## src/rtl/serial_arith_pkg.sv

```systemverilog
// rtl/serial_arith_pkg.sv - shared constants for the bit-serial arithmetic blocks
// Contents: FSM state encodings (IDLE/SHIFT/DONE) and the default operand width.
package serial_arith_pkg;

    localparam logic [1:0] ST_IDLE  = 2'd0;
    localparam logic [1:0] ST_SHIFT = 2'd1;
    localparam logic [1:0] ST_DONE  = 2'd2;

    localparam int SA_DEFAULT_WIDTH = 8;

endpackage

```

## src/rtl/full_subtractor.sv

```systemverilog
// rtl/full_subtractor.sv - combinational 1-bit full-subtractor cell
// Ports: a (minuend bit), b (subtrahend bit), bin (borrow in) -> d (difference bit), bout (borrow out).
module full_subtractor (
    input  logic a,
    input  logic b,
    input  logic bin,
    output logic d,
    output logic bout
);

    assign d    = a ^ b ^ bin;
    // Borrow when a=0,b=1, or when a==b and a borrow is already pending.
    assign bout = (~a & b) | (~(a ^ b) & bin);

endmodule

```

## src/rtl/serial_subtractor.sv

```systemverilog
// rtl/serial_subtractor.sv - bit-serial unsigned subtractor (a - b), LSB first, start/done handshake
// Ports: clk, rst (async active-high), start, a, b in; busy (SHIFT in progress), done (1-cycle result pulse),
//        diff ((a-b) mod 2^WIDTH), borrow (1 iff a < b) out. All outputs registered.
module serial_subtractor
    import serial_arith_pkg::*;
#(
    parameter int WIDTH = SA_DEFAULT_WIDTH
) (
    input  logic             clk,
    input  logic             rst,
    input  logic             start,
    input  logic [WIDTH-1:0] a,
    input  logic [WIDTH-1:0] b,
    output logic             busy,
    output logic             done,
    output logic [WIDTH-1:0] diff,
    output logic             borrow
);

    localparam int CW = $clog2(WIDTH);
    localparam logic [CW-1:0] CNT_LAST = CW'(WIDTH - 1);

    logic [1:0]       state_q, state_d;
    logic [WIDTH-1:0] sa_q, sa_d;
    logic [WIDTH-1:0] sb_q, sb_d;
    logic [WIDTH-1:0] sd_q, sd_d;
    logic             bw_q, bw_d;
    logic [CW-1:0]    cnt_q, cnt_d;
    logic [WIDTH-1:0] diff_q, diff_d;
    logic             borrow_q, borrow_d;

    logic d_bit;
    logic bo_bit;

    full_subtractor u_fs (sa_q[0], sb_q[0], bw_q, d_bit, bo_bit);

    always_comb begin
        state_d  = state_q;
        sa_d     = sa_q;
        sb_d     = sb_q;
        sd_d     = sd_q;
        bw_d     = bw_q;
        cnt_d    = cnt_q;
        diff_d   = diff_q;
        borrow_d = borrow_q;
        case (state_q)
            ST_IDLE: begin
                if (start) begin
                    state_d = ST_SHIFT;
                    sa_d    = a;
                    sb_d    = b;
                    sd_d    = '0;
                    bw_d    = 1'b0;
                    cnt_d   = '0;
                end
            end
            ST_SHIFT: begin
                // Difference bits enter at the MSB so after WIDTH shifts bit 0 sits at the LSB.
                sd_d  = {d_bit, sd_q[WIDTH-1:1]};
                sa_d  = sa_q >> 1;
                sb_d  = sb_q >> 1;
                bw_d  = bo_bit;
                cnt_d = cnt_q + CW'(1);
                if (cnt_q == CNT_LAST) begin
                    state_d  = ST_DONE;
                    // Publish including the bit computed on this same edge.
                    diff_d   = {d_bit, sd_q[WIDTH-1:1]};
                    borrow_d = bo_bit;
                end
            end
            ST_DONE: begin
                state_d = ST_IDLE;
            end
            default: begin
                state_d = ST_IDLE;
            end
        endcase
    end

    always_ff @(posedge clk or posedge rst) begin
        if (rst) begin
            state_q  <= ST_IDLE;
            sa_q     <= '0;
            sb_q     <= '0;
            sd_q     <= '0;
            bw_q     <= 1'b0;
            cnt_q    <= '0;
            diff_q   <= '0;
            borrow_q <= 1'b0;
        end else begin
            state_q  <= state_d;
            sa_q     <= sa_d;
            sb_q     <= sb_d;
            sd_q     <= sd_d;
            bw_q     <= bw_d;
            cnt_q    <= cnt_d;
            diff_q   <= diff_d;
            borrow_q <= borrow_d;
        end
    end

    assign busy   = (state_q == ST_SHIFT);
    assign done   = (state_q == ST_DONE);
    assign diff   = diff_q;
    assign borrow = borrow_q;

endmodule

```

## config.mk

```make
export PLATFORM = sky130hd
export DESIGN_NAME = serial_subtractor
export DESIGN_NICKNAME = d
export VERILOG_FILES = /design/src/rtl/serial_arith_pkg.sv /design/src/rtl/full_subtractor.sv /design/src/rtl/serial_subtractor.sv
export SDC_FILE = /design/constraint.sdc
export NUM_CORES = 1
export LEC_CHECK = 0
export ABC_AREA = 0
export CORE_MARGIN = 5
export CORE_UTILIZATION = 55
export CTS_CLUSTER_DIAMETER = 100
export DETAILED_ROUTE_END_ITERATION = 10
export GPL_TIMING_DRIVEN = 1
export PLACE_DENSITY = 0.93
export SKIP_CTS_REPAIR_TIMING = 1
export SYNTH_ARGS = -nofsm -noshare
export SYNTH_HDL_FRONTEND = slang
export SYNTH_SLANG_ARGS = --single-unit
```

## constraint.sdc

```tcl
create_clock -name clk -period 3.5 [get_ports clk]
set_input_delay 0.525 -clock clk [delete_from_list [all_inputs] [get_ports clk]]
set_output_delay 0.525 -clock clk [all_outputs]
set_load 0.005 [all_outputs]
```

==> impl_metrics.yaml <==
worst_setup_path:
  critPathArrivalTime_ps: 2130
  crit_type: "reg2out"
  crit_path_start_kind: "flip-flop"
  cp_data_required_time_ps: 2970
  end_kind: "primary output"
  path_max_fanout: 26
power:
  p_per_area_mw_per_mm2: 825.2
  leakage_nw: 0.9084
  total_power_w: 0.001683
  ir_drop_v: 0.0004558
drt:
  routed_wl_microns: 3268
  num_vias: 1180
  wl_per_cell_microns: 16.26
  dr.first_iter.drc_count: 77
  ant_nets: 0
  met3_length_microns: 176
  highest_layer: "met4"
  wl_met2_microns: 1608
  dr.pass1.iters: 4
  wl_met1_microns: 1464
  drc: 0
  routed_via_density: 5.871
sta:
  finalSetupTns_ps: 0
  max_slew_margin: 0.5214
  worst_slew_pin_slew_ps: 717.8
  skew_ps: 12.94
  finalHoldViolCount: 0
  period_minus_slack_ps: 2654
  final-setup-viol-count: 0
  fmaxAchievable_mhz: 376.7
  rsz0062_at_grt: "false"
  final.period_utilization: 0.7584
  drv_slew: 0
grt:
  grt_usage: 0.1728
  grt_pass1_wl_microns: 5720
  grt-ovfl-total: 0
  grt_max_degree: 39
  antenna_found_initial: 0
  grt_pass1_vias: 1211
yosys:
  syn_area_sq_mm: 0.001675
  synth_edf_count: 0
  yosysWarnings: 0
  syn_nets: 161
  syn_avg_cell_area_sq_um: 12.05
  async_flop_share: 1.000
  postSynthCellCount: 139
  synth_seq_cells: 38
  synth_flop_cell: "dfrtp_1"
  synth.yosys.seq_area_share: 0.5676
  ys_types: 29
floorplan:
  rows: 20
  die-width_microns: 65.19
  dieArea_sq_mm: 0.004250
  io_pins: 30
  initial_core_util: 0.5626
  core_area_sq_mm: 0.002978
  chipHeight_microns: 65.19
cells_and_area:
  fin_cells: 201
  final_common_cell: "dfrtp_1"
  fin_nets: 189
  drive_above_1_share: 0.1369
  final_cell_mix: "38 x dfrtp_1, 29 x clkdlybuf4s50_1, 10 x nor3b_1, 9 x a22o_1, 9 x inv_1"
  area_delta_synth_final_pct: 21.73
  diodes: 0
  fin_area_sq_mm: 0.002039
place:
  hpwl_microns: 2322
  port_buffers: 29
  placed_cells: 193
  gp_congestion: 0.8124
  placed_area_sq_mm: 0.001962
cts:
  clkSinkCount: 38
  htreeDepth: 2
  clk_pin_slew_ps: 120
  clock_latency_ps: 340
  cts_buffers: 5
  clock-root-buffer: "clkbuf_4"
  cts_tree: "built"
  clk_path_buf_depth: 2
min_path:
  hp-class: "reg2reg"
run_status:
  outcome: "completed"
job:
  cap_violations: 0
## registers in the layout, indices dropped and copies added (netlist names)
register  cells
sa_q          8
bw_q          1
diff          8
state_q       2
borrow        1
sd_q          7
cnt_q         3
sb_q          8
## final timing paths
kind	start	to	slack (ps)	cells past startpoint
max reg2reg	state_q[0]	diff[0]	1600	2
min in group asynchronous	rst	diff[3]	590	3
max in group asynchronous	rst	sa_q[4]	2580	3
min	borrow	borrow	490	2
min reg2reg	borrow	borrow	490	2
max	state_q[0]	busy	850	3
## where the power goes
group	leakage [nW]	internal (W)	switching (W)
Clock	0.0450	0.000148	0.000144
Sequential	0.473	0.000630	0.000143
Combinational	0.390	0.000358	0.000259
Total	0.908	0.00114	0.000546
## layout make-up
| cell class | count | area (sq um) |
|---|---|---|
| flip-flops and latches | 38 | 950.9 |
| fillers | 239 | 938.4 |
| multi-input cells | 82 | 634.4 |
| repair buffers | 30 | 297.8 |
| well taps | 33 | 41.29 |
| clock inverters | 3 | 40.04 |
| clock buffers | 5 | 37.54 |
| inverters | 10 | 37.54 |
## critical path: stages (launching register included)
cell and delay, ps:
dfrtp_1 830, nand2b_2 200, inv_2 220, clkdlybuf4s50_1 540
## synthesized netlist by cell type, drive strengths merged (3+ instances only)
master,n,area (sq um)
nor2,3,13.77
nand2,6,22.52
a22o,9,78.83
inv,10,37.53
a21oi,8,40.04
nor2b,6,37.54
dfrtp,38,950.9
nor3b,10,75.07
buf,7,43.79
nand3b,3,22.52
o21ai,6,30.03
mux2,8,90.09
o22a,5,43.79
a221oi,5,43.79
## metrics by stage
step,util,worst slack (ps),hold WS (ps)
after floorplan,-,2004,462.0
after global routing,0.6849,714.7,521.2
after detailed placement,0.6588,1252,471.6
final,0.6849,845.5,493.7
after global placement,0.6588,1309,469.2
after CTS,0.6849,870.4,497.5
## logic make-up (layout without fill, tap and decap cells)
logic type | count (synthesis) | count (layout) | share of synthesized area
AO/OA/AOI/OAI | 39 | 39 | 0.1740
flip-flops | 38 | 38 | 0.5676
buffers and inverters | 19 | 48 | 0.05376
AND/OR/NAND/NOR | 32 | 32 | 0.1240
multiplexers | 8 | 8 | 0.05377
adder cells (fa/ha/maj) | 3 | 3 | 0.02688
## metal layers
metal / vias up / track usage
li1: 558 / -
met1: 581 / 0.2368
met2: 39 / 0.2693
met3: 2 / 0.04444
met4: 0 / 0.05440
met5: - / 0
(Power assumes the default switching activity.)
